File: src/rtl/mem_arbiter_if.sv
// mem_arbiter_if: AXI4-Lite bus between the memory arbiter and the memory slave.
//
// Handshake semantics (all five channels): a transfer happens on the rising
// edge where both VALID and READY are high. The sender holds VALID and its
// payload stable until that edge. VALID never waits on READY. READY may depend
// on VALID.
//
// Modports:
//   master - arbiter side: drives AR/AW/W payload+valid and R/B ready.
//   slave  - memory side: drives AR/AW/W ready and R/B payload+valid.
interface mem_arbiter_if #(
  parameter int ADDR_W = 32,
  parameter int DATA_W = 32
);
  logic [ADDR_W-1:0]   axi_araddr;
  logic                axi_arvalid;
  logic                axi_arready;
  logic [DATA_W-1:0]   axi_rdata;
  logic [1:0]          axi_rresp;
  logic                axi_rvalid;
  logic                axi_rready;
  logic [ADDR_W-1:0]   axi_awaddr;
  logic                axi_awvalid;
  logic                axi_awready;
  logic [DATA_W-1:0]   axi_wdata;
  logic [DATA_W/8-1:0] axi_wstrb;
  logic                axi_wvalid;
  logic                axi_wready;
  logic [1:0]          axi_bresp;
  logic                axi_bvalid;
  logic                axi_bready;

  modport master (
    output axi_araddr, axi_arvalid, input axi_arready,
    input  axi_rdata, axi_rresp, axi_rvalid, output axi_rready,
    output axi_awaddr, axi_awvalid, input axi_awready,
    output axi_wdata, axi_wstrb, axi_wvalid, input axi_wready,
    input  axi_bresp, axi_bvalid, output axi_bready
  );

  modport slave (
    input  axi_araddr, axi_arvalid, output axi_arready,
    output axi_rdata, axi_rresp, axi_rvalid, input axi_rready,
    input  axi_awaddr, axi_awvalid, output axi_awready,
    input  axi_wdata, axi_wstrb, axi_wvalid, output axi_wready,
    output axi_bresp, axi_bvalid, input axi_bready
  );
endinterface

File: src/rtl/mem_arbiter.sv
// mem_arbiter: shares one AXI4-Lite port between the fetch unit (IFU, read
// only) and the load/store unit (LSU, read/write). One transaction is in
// flight at a time. Simultaneous requests go round-robin.
//
// Ports:
//   clk_i, rst_i      - clock, synchronous active-high reset
//   ifu_req_*/ifu_addr - IFU request (valid/ready)
//   ifu_rsp_*/ifu_rdata - IFU one-cycle response pulse, data, error
//   lsu_req_*/lsu_we/lsu_addr/lsu_wdata/lsu_wstrb - LSU request
//   lsu_rsp_*/lsu_rdata - LSU one-cycle response pulse, data (0 on writes), error
//   axi               - AXI4-Lite master side (mem_arbiter_if.master)
//   state_o           - current FSM state, for observation
module mem_arbiter #(
  parameter int ADDR_W = 32,
  parameter int DATA_W = 32
) (
  input  logic                clk_i,
  input  logic                rst_i,
  input  logic                ifu_req_valid,
  output logic                ifu_req_ready,
  input  logic [ADDR_W-1:0]   ifu_addr,
  output logic                ifu_rsp_valid,
  output logic [DATA_W-1:0]   ifu_rdata,
  output logic                ifu_rsp_err,
  input  logic                lsu_req_valid,
  output logic                lsu_req_ready,
  input  logic                lsu_we,
  input  logic [ADDR_W-1:0]   lsu_addr,
  input  logic [DATA_W-1:0]   lsu_wdata,
  input  logic [DATA_W/8-1:0] lsu_wstrb,
  output logic                lsu_rsp_valid,
  output logic [DATA_W-1:0]   lsu_rdata,
  output logic                lsu_rsp_err,
  mem_arbiter_if.master       axi,
  output logic [2:0]          state_o
);
  localparam int STRB_W = DATA_W / 8;

  typedef enum logic [2:0] {
    S_IDLE = 3'd0,
    S_AR   = 3'd1,
    S_R    = 3'd2,
    S_AW_W = 3'd3,
    S_B    = 3'd4
  } state_t;

  localparam logic OWN_IFU = 1'b0;
  localparam logic OWN_LSU = 1'b1;

  state_t              state_q, state_d;
  logic                last_grant_q, last_grant_d;
  logic                owner_q, owner_d;
  logic [ADDR_W-1:0]   addr_q, addr_d;
  logic [DATA_W-1:0]   wdata_q, wdata_d;
  logic [STRB_W-1:0]   wstrb_q, wstrb_d;
  logic                aw_done_q, aw_done_d;
  logic                w_done_q, w_done_d;
  logic [DATA_W-1:0]   ifu_rdata_q, ifu_rdata_d;
  logic                ifu_err_q, ifu_err_d;
  logic                ifu_rsp_valid_q, ifu_rsp_valid_d;
  logic [DATA_W-1:0]   lsu_rdata_q, lsu_rdata_d;
  logic                lsu_err_q, lsu_err_d;
  logic                lsu_rsp_valid_q, lsu_rsp_valid_d;

  logic grant_ifu, grant_lsu;
  logic arvalid, rready, awvalid, wvalid, bready;
  logic aw_fire, w_fire;

  // On a tie the unit that did not win last time goes first.
  assign grant_ifu = ifu_req_valid && (!lsu_req_valid || (last_grant_q == OWN_LSU));
  assign grant_lsu = lsu_req_valid && (!ifu_req_valid || (last_grant_q == OWN_IFU));

  assign aw_fire = (state_q == S_AW_W) && !aw_done_q && axi.axi_awready;
  assign w_fire  = (state_q == S_AW_W) && !w_done_q  && axi.axi_wready;

  always_comb begin
    state_d         = state_q;
    last_grant_d    = last_grant_q;
    owner_d         = owner_q;
    addr_d          = addr_q;
    wdata_d         = wdata_q;
    wstrb_d         = wstrb_q;
    aw_done_d       = aw_done_q;
    w_done_d        = w_done_q;
    ifu_rdata_d     = ifu_rdata_q;
    ifu_err_d       = ifu_err_q;
    ifu_rsp_valid_d = 1'b0;
    lsu_rdata_d     = lsu_rdata_q;
    lsu_err_d       = lsu_err_q;
    lsu_rsp_valid_d = 1'b0;
    ifu_req_ready   = 1'b0;
    lsu_req_ready   = 1'b0;
    arvalid         = 1'b0;
    rready          = 1'b0;
    awvalid         = 1'b0;
    wvalid          = 1'b0;
    bready          = 1'b0;

    unique case (state_q)
      S_IDLE: begin
        ifu_req_ready = grant_ifu;
        lsu_req_ready = grant_lsu;
        if (grant_ifu) begin
          owner_d      = OWN_IFU;
          last_grant_d = OWN_IFU;
          addr_d       = ifu_addr;
          wdata_d      = '0;
          wstrb_d      = '0;
          state_d      = S_AR;
        end else if (grant_lsu) begin
          owner_d      = OWN_LSU;
          last_grant_d = OWN_LSU;
          addr_d       = lsu_addr;
          wdata_d      = lsu_wdata;
          wstrb_d      = lsu_wstrb;
          // Direction is carried by the next state; no separate we register.
          state_d      = lsu_we ? S_AW_W : S_AR;
        end
      end

      S_AR: begin
        arvalid = 1'b1;
        if (axi.axi_arready) state_d = S_R;
      end

      S_R: begin
        rready = 1'b1;
        if (axi.axi_rvalid) begin
          state_d = S_IDLE;
          if (owner_q == OWN_IFU) begin
            ifu_rdata_d     = axi.axi_rdata;
            ifu_err_d       = (axi.axi_rresp != 2'b00);
            ifu_rsp_valid_d = 1'b1;
          end else begin
            lsu_rdata_d     = axi.axi_rdata;
            lsu_err_d       = (axi.axi_rresp != 2'b00);
            lsu_rsp_valid_d = 1'b1;
          end
        end
      end

      S_AW_W: begin
        // AW and W are independent: each valid drops once its own beat is taken.
        awvalid = !aw_done_q;
        wvalid  = !w_done_q;
        if (aw_fire) aw_done_d = 1'b1;
        if (w_fire)  w_done_d  = 1'b1;
        if ((aw_done_q || aw_fire) && (w_done_q || w_fire)) begin
          state_d   = S_B;
          aw_done_d = 1'b0;
          w_done_d  = 1'b0;
        end
      end

      S_B: begin
        bready = 1'b1;
        if (axi.axi_bvalid) begin
          state_d = S_IDLE;
          if (owner_q == OWN_IFU) begin
            ifu_rdata_d     = '0;
            ifu_err_d       = (axi.axi_bresp != 2'b00);
            ifu_rsp_valid_d = 1'b1;
          end else begin
            lsu_rdata_d     = '0;
            lsu_err_d       = (axi.axi_bresp != 2'b00);
            lsu_rsp_valid_d = 1'b1;
          end
        end
      end

      default: state_d = S_IDLE;
    endcase
  end

  always_ff @(posedge clk_i) begin
    if (rst_i) begin
      state_q         <= S_IDLE;
      last_grant_q    <= OWN_LSU;
      owner_q         <= OWN_IFU;
      addr_q          <= '0;
      wdata_q         <= '0;
      wstrb_q         <= '0;
      aw_done_q       <= 1'b0;
      w_done_q        <= 1'b0;
      ifu_rdata_q     <= '0;
      ifu_err_q       <= 1'b0;
      ifu_rsp_valid_q <= 1'b0;
      lsu_rdata_q     <= '0;
      lsu_err_q       <= 1'b0;
      lsu_rsp_valid_q <= 1'b0;
    end else begin
      state_q         <= state_d;
      last_grant_q    <= last_grant_d;
      owner_q         <= owner_d;
      addr_q          <= addr_d;
      wdata_q         <= wdata_d;
      wstrb_q         <= wstrb_d;
      aw_done_q       <= aw_done_d;
      w_done_q        <= w_done_d;
      ifu_rdata_q     <= ifu_rdata_d;
      ifu_err_q       <= ifu_err_d;
      ifu_rsp_valid_q <= ifu_rsp_valid_d;
      lsu_rdata_q     <= lsu_rdata_d;
      lsu_err_q       <= lsu_err_d;
      lsu_rsp_valid_q <= lsu_rsp_valid_d;
    end
  end

  // Request payload comes straight from the latched registers, so it holds
  // stable across any slave stall.
  assign axi.axi_araddr  = addr_q;
  assign axi.axi_arvalid = arvalid;
  assign axi.axi_rready  = rready;
  assign axi.axi_awaddr  = addr_q;
  assign axi.axi_awvalid = awvalid;
  assign axi.axi_wdata   = wdata_q;
  assign axi.axi_wstrb   = wstrb_q;
  assign axi.axi_wvalid  = wvalid;
  assign axi.axi_bready  = bready;

  assign ifu_rsp_valid = ifu_rsp_valid_q;
  assign ifu_rdata     = ifu_rdata_q;
  assign ifu_rsp_err   = ifu_err_q;
  assign lsu_rsp_valid = lsu_rsp_valid_q;
  assign lsu_rdata     = lsu_rdata_q;
  assign lsu_rsp_err   = lsu_err_q;
  assign state_o       = state_q;
endmodule

File: src/flat_wrapper.sv
// flat-port wrapper written by rule: the top's interface ports become plain ports
module mem_arbiter_flat 
#(
  parameter int ADDR_W = 32,
  parameter int DATA_W = 32
)
  (clk_i, rst_i, ifu_req_valid, ifu_req_ready, ifu_addr, ifu_rsp_valid, ifu_rdata, ifu_rsp_err, lsu_req_valid, lsu_req_ready, lsu_we, lsu_addr, lsu_wdata, lsu_wstrb, lsu_rsp_valid, lsu_rdata, lsu_rsp_err, state_o, axi_axi_araddr, axi_axi_arvalid, axi_axi_arready, axi_axi_rdata, axi_axi_rresp, axi_axi_rvalid, axi_axi_rready, axi_axi_awaddr, axi_axi_awvalid, axi_axi_awready, axi_axi_wdata, axi_axi_wstrb, axi_axi_wvalid, axi_axi_wready, axi_axi_bresp, axi_axi_bvalid, axi_axi_bready);
  mem_arbiter_if #(.ADDR_W(ADDR_W), .DATA_W(DATA_W)) axi_i ();
  input  logic clk_i;
  input  logic rst_i;
  input  logic ifu_req_valid;
  output logic ifu_req_ready;
  input  logic [ADDR_W-1:0] ifu_addr;
  output logic ifu_rsp_valid;
  output logic [DATA_W-1:0] ifu_rdata;
  output logic ifu_rsp_err;
  input  logic lsu_req_valid;
  output logic lsu_req_ready;
  input  logic lsu_we;
  input  logic [ADDR_W-1:0] lsu_addr;
  input  logic [DATA_W-1:0] lsu_wdata;
  input  logic [DATA_W/8-1:0] lsu_wstrb;
  output logic lsu_rsp_valid;
  output logic [DATA_W-1:0] lsu_rdata;
  output logic lsu_rsp_err;
  output logic [2:0] state_o;
  output wire logic [$bits(axi_i.axi_araddr)-1:0] axi_axi_araddr;
  output wire logic [$bits(axi_i.axi_arvalid)-1:0] axi_axi_arvalid;
  input wire logic [$bits(axi_i.axi_arready)-1:0] axi_axi_arready;
  input wire logic [$bits(axi_i.axi_rdata)-1:0] axi_axi_rdata;
  input wire logic [$bits(axi_i.axi_rresp)-1:0] axi_axi_rresp;
  input wire logic [$bits(axi_i.axi_rvalid)-1:0] axi_axi_rvalid;
  output wire logic [$bits(axi_i.axi_rready)-1:0] axi_axi_rready;
  output wire logic [$bits(axi_i.axi_awaddr)-1:0] axi_axi_awaddr;
  output wire logic [$bits(axi_i.axi_awvalid)-1:0] axi_axi_awvalid;
  input wire logic [$bits(axi_i.axi_awready)-1:0] axi_axi_awready;
  output wire logic [$bits(axi_i.axi_wdata)-1:0] axi_axi_wdata;
  output wire logic [$bits(axi_i.axi_wstrb)-1:0] axi_axi_wstrb;
  output wire logic [$bits(axi_i.axi_wvalid)-1:0] axi_axi_wvalid;
  input wire logic [$bits(axi_i.axi_wready)-1:0] axi_axi_wready;
  input wire logic [$bits(axi_i.axi_bresp)-1:0] axi_axi_bresp;
  input wire logic [$bits(axi_i.axi_bvalid)-1:0] axi_axi_bvalid;
  output wire logic [$bits(axi_i.axi_bready)-1:0] axi_axi_bready;
  assign axi_axi_araddr = axi_i.axi_araddr;
  assign axi_axi_arvalid = axi_i.axi_arvalid;
  assign axi_i.axi_arready = axi_axi_arready;
  assign axi_i.axi_rdata = axi_axi_rdata;
  assign axi_i.axi_rresp = axi_axi_rresp;
  assign axi_i.axi_rvalid = axi_axi_rvalid;
  assign axi_axi_rready = axi_i.axi_rready;
  assign axi_axi_awaddr = axi_i.axi_awaddr;
  assign axi_axi_awvalid = axi_i.axi_awvalid;
  assign axi_i.axi_awready = axi_axi_awready;
  assign axi_axi_wdata = axi_i.axi_wdata;
  assign axi_axi_wstrb = axi_i.axi_wstrb;
  assign axi_axi_wvalid = axi_i.axi_wvalid;
  assign axi_i.axi_wready = axi_axi_wready;
  assign axi_i.axi_bresp = axi_axi_bresp;
  assign axi_i.axi_bvalid = axi_axi_bvalid;
  assign axi_axi_bready = axi_i.axi_bready;
  mem_arbiter #(.ADDR_W(ADDR_W), .DATA_W(DATA_W)) u_core (.clk_i(clk_i), .rst_i(rst_i), .ifu_req_valid(ifu_req_valid), .ifu_req_ready(ifu_req_ready), .ifu_addr(ifu_addr), .ifu_rsp_valid(ifu_rsp_valid), .ifu_rdata(ifu_rdata), .ifu_rsp_err(ifu_rsp_err), .lsu_req_valid(lsu_req_valid), .lsu_req_ready(lsu_req_ready), .lsu_we(lsu_we), .lsu_addr(lsu_addr), .lsu_wdata(lsu_wdata), .lsu_wstrb(lsu_wstrb), .lsu_rsp_valid(lsu_rsp_valid), .lsu_rdata(lsu_rdata), .lsu_rsp_err(lsu_rsp_err), .axi(axi_i), .state_o(state_o));
endmodule
File: config.mk
export PLATFORM = sky130hd
export DESIGN_NAME = mem_arbiter_flat
export DESIGN_NICKNAME = d
export VERILOG_FILES = /design/src/rtl/mem_arbiter_if.sv /design/src/rtl/mem_arbiter.sv /design/src/flat_wrapper.sv
export SDC_FILE = /design/constraint.sdc
export NUM_CORES = 1
export LEC_CHECK = 0
export ABC_AREA = 1
export BUFFER_PORTS_ARGS = -buffer_cell sky130_fd_sc_hd__buf_2
export CAP_MARGIN = 20
export CORE_MARGIN = 5
export CORE_UTILIZATION = 40
export DETAILED_ROUTE_END_ITERATION = 7
export PLACE_DENSITY = 0.76
export SYNTH_ARGS = -nofsm -noshare
export SYNTH_HDL_FRONTEND = slang
export SYNTH_SLANG_ARGS = --single-unit
File: constraint.sdc
create_clock -name clk_i -period 1.47 [get_ports clk_i]
set_input_delay 0.294 -clock clk_i [delete_from_list [all_inputs] [get_ports clk_i]]
set_output_delay 0.294 -clock clk_i [all_outputs]
set_load 0.005 [all_outputs]
==> qor.yml <==
clock_tree:
  clockBufferDepth: 2
  hold_buffers: 0
  tritoncts: "built"
  numCtsBuffers: 17
  path_clk_slew_ns: 0.06
  clk-insertion-delay-late_ns: 0.43
  h-tree-depth: 4
  cts-root-buf: "clkbuf_16"
  cts_sinks: 143
cells_and_area:
  fill_cells: 1042
  area_delta_synth_final_pct: 77.0
  drive_gt1_share_pct: 56.8
  fin_util_pct: 71.9
  nNetsFinal: 1305
critical_path:
  cp_max_fo: 4
  crit_slowest_cell: "dfxtp_4"
  endpoint_kind: "primary output"
  cp_slowest_stage_delay_ns: 0.36
  critPathKind: "reg -> out"
  crit_chain: "nor2_4 -> nand2_4 -> buf_6 -> nor2_4 -> buf_6"
  crit_arrival_ns: 1.43
  cp_top_family: "simple AND/OR/NAND/NOR gates"
  required_ns: 1.18
  critPathLaunchType: "flip-flop"
  cp.buffers_inverters: 2
logic_synthesis:
  ys_seq_area_share_pct: 48.7
  synthArstFlopShare_pct: 0
  ys_ff_latch: 143
  synthTopCellsByCount: "nand2_1, dfxtp_1, a21oi_1, inv_1, nor2_1"
  synthTopCellsByArea: "dfxtp_1, nand2_1, a21oi_1"
  synthFlopType: "dfxtp_1"
  yosysWarnings: 0
  avgSynthCellArea_um2: 7.28
  synth_top_area_share_pct: 48.7
  synth-edff-count: 0
  yosysUniqueCellTypes: 26
  syn_inst: 808
  synth_top_cell_by_area: "dfxtp_1"
  post-synth-top-count-cell: "nand2_1"
  synth_fp_nets: 954
  syn_area_um2: 5880
detailed_routing:
  ant_nets: 0
  viasPerCell: 5.18
  drcViolationCount: 0
  drtIter0Drc: 326
  via_count: 7028
  drt_pass1_iterations: 5
  avgRoutedWirePerCell_um: 18.8
  wirelength_um: 25400
sta:
  hold_violations: 0
  fin_tns_setup_ns: -16.43
  skew_ns: 0.00569
  final.setup.worst_slack_ns: -0.251
  post-route-min-period_ns: 1.72
  tightest_slew_ns: 0.756
  fmax_mhz: 581
  max-slew-margin-rel_pct: 49.6
  finalMaxSlewViolations: 0
  setup_violations: 142
  min_period_over_period_pct: 117
  rsz0062_at_grt: "yes"
floorplanning:
  core.rowCount: 44
  dieArea_um2: 17200
  die_w_um: 131
  initial_core_util_pct: 40.6
  die_y_um: 131
  pin_count: 324
  coreArea_um2: 14500
hold_path:
  hold_class: "in -> reg"
global_routing:
  grt_pass1_wl_um: 34400
  grt.total_usage_pct: 24.7
  grt_max_degree: 53
  grt_pass1_vias: 6592
  grt.overflow.total: 0
  antenna_found_initial: 2
power_and_ir_drop:
  leakagePower_nw: 5.05
  ir_worst_vdd_v: 0.00102
  power.density_nw_per_um2: 1710
run_status:
  violations: "negative setup slack"
  status: "finished, violations left"
placed_design:
  place.gp.congestion: 0.905
  portBuffers: 323
  dpl.hpwl_um: 14400
flow_run:
  cap_violations: 0
==> tightest hold or removal path: stages <==
cell	delay (ns)
buf_2	0.09
nand2_1	0.05
a21oi_1	0.05
==> metal layers <==
metal  part of all wire [%]  vias up  track usage [%]
met5                  0.028        -                0
met4                    3.5        2             9.31
met3                    8.0       75             8.64
met2                     54      385             44.0
met1                     35     3290             27.0
li1                       -     3276                -
==> registers in the layout (all words and copies together), names as in the netlist, 3 cells and up <==
name / flops
u_core.axi.axi_wstrb: 4
u_core.lsu_rdata: 32
u_core.axi.axi_wdata: 32
u_core.axi.axi_araddr: 32
u_core.state_o: 3
u_core.ifu_rdata: 32
==> through the flow <==
step	area, um2	setup slack (ns)	power (mW)	hold WS (ns)	std cells
after detailed placement	7610	-0.175	9.23	0.449	1270
after global routing	10400	-0.309	18.6	0.103	1356
after global placement	7610	-0.0482	9.15	0.445	1270
final	10400	-0.251	17.9	0.114	1356
after CTS	9030	-0.219	15.5	0.104	1332
after floorplan	5880	0.0286	7.60	0.437	808
==> where the power goes <==
part           internal [mW]  switching, mW
Clock                   2.97           1.70
Combinational           4.01           3.90
Sequential              4.61          0.654
Total                   11.6           6.26
==> logic make-up (layout without fill, tap and decap cells) <==
group	Yosys count	after routing	share of synthesized area, %
and+or+nand+nor	356	356	23.7
AOI/OAI and AO/OA	175	175	15.7
DFF	143	143	48.7
buffers and inverters	134	497	12.0
other	0	1	0
==> final timing paths <==
| kind | startpoint | endpoint | slack (ns) | cells past startpoint |
|---|---|---|---|---|
| min | lsu_wdata[19] | u_core.axi.axi_wdata[19]$_SDFFE_PP0P_ | 0.11 | 3 |
| min reg2reg | u_core.ifu_rdata[23]$_SDFFE_PP0P_ | u_core.ifu_rdata[23]$_SDFFE_PP0P_ | 0.46 | 2 |
| max | u_core.state_o[0]$_SDFFE_PP0P_ | ifu_req_ready | -0.25 | 5 |
| max reg2reg | u_core.state_o[0]$_SDFFE_PP0P_ | u_core.axi.axi_araddr[27]$_SDFFE_PP0P_ | -0.23 | 9 |
==> cell type report <==
type | instances | area [um2] | share of cell area, %
Sequential cell | 143 | 2870 | 27.6
Clock buffer | 22 | 474 | 4.55
Inverter | 53 | 249 | 2.39
Clock inverter | 9 | 155 | 1.49
Antenna cell | 1 | 2.50 | 0.0240
Tap cell | 184 | 230 | 2.21
Timing Repair Buffer | 409 | 2990 | 28.7
Timing Repair inverter | 4 | 58.8 | 0.565
Multi-Input combinational cell | 531 | 3380 | 32.5
==> cells in the final DEF, fill, tap and decap left out, types with 4 or more instances in the layout <==
cell	n
buf_8	4
a31oi_1	29
o21ai_1	9
buf_2	318
buf_4	27
nand2_2	32
dfxtp_1	140
a21oi_2	57
nand3_1	5
nand2_4	59
buf_12	17
clkbuf_16	26
buf_16	10
nor2_4	14
bufinv_16	4
a21oi_1	37
nor2_2	6
inv_1	43
o21ai_0	6
nand2_1	205
buf_6	23
o21ai_2	30
nor2_1	24
==> repair_timing <==
| item | 4_1_cts | 5_1_grt |
|---|---|---|
| endpoints found under the hold margin | 0 | 0 |
| endpoints found under the setup margin | 83 | 148 |
| pin swaps | 15 | 44 |
| buffers inserted | 20 | 13 |
| cloned | 12 | 12 |
| resized for setup | 84 | 302 |
No activity file was read; power rests on OpenSTA's default activity.
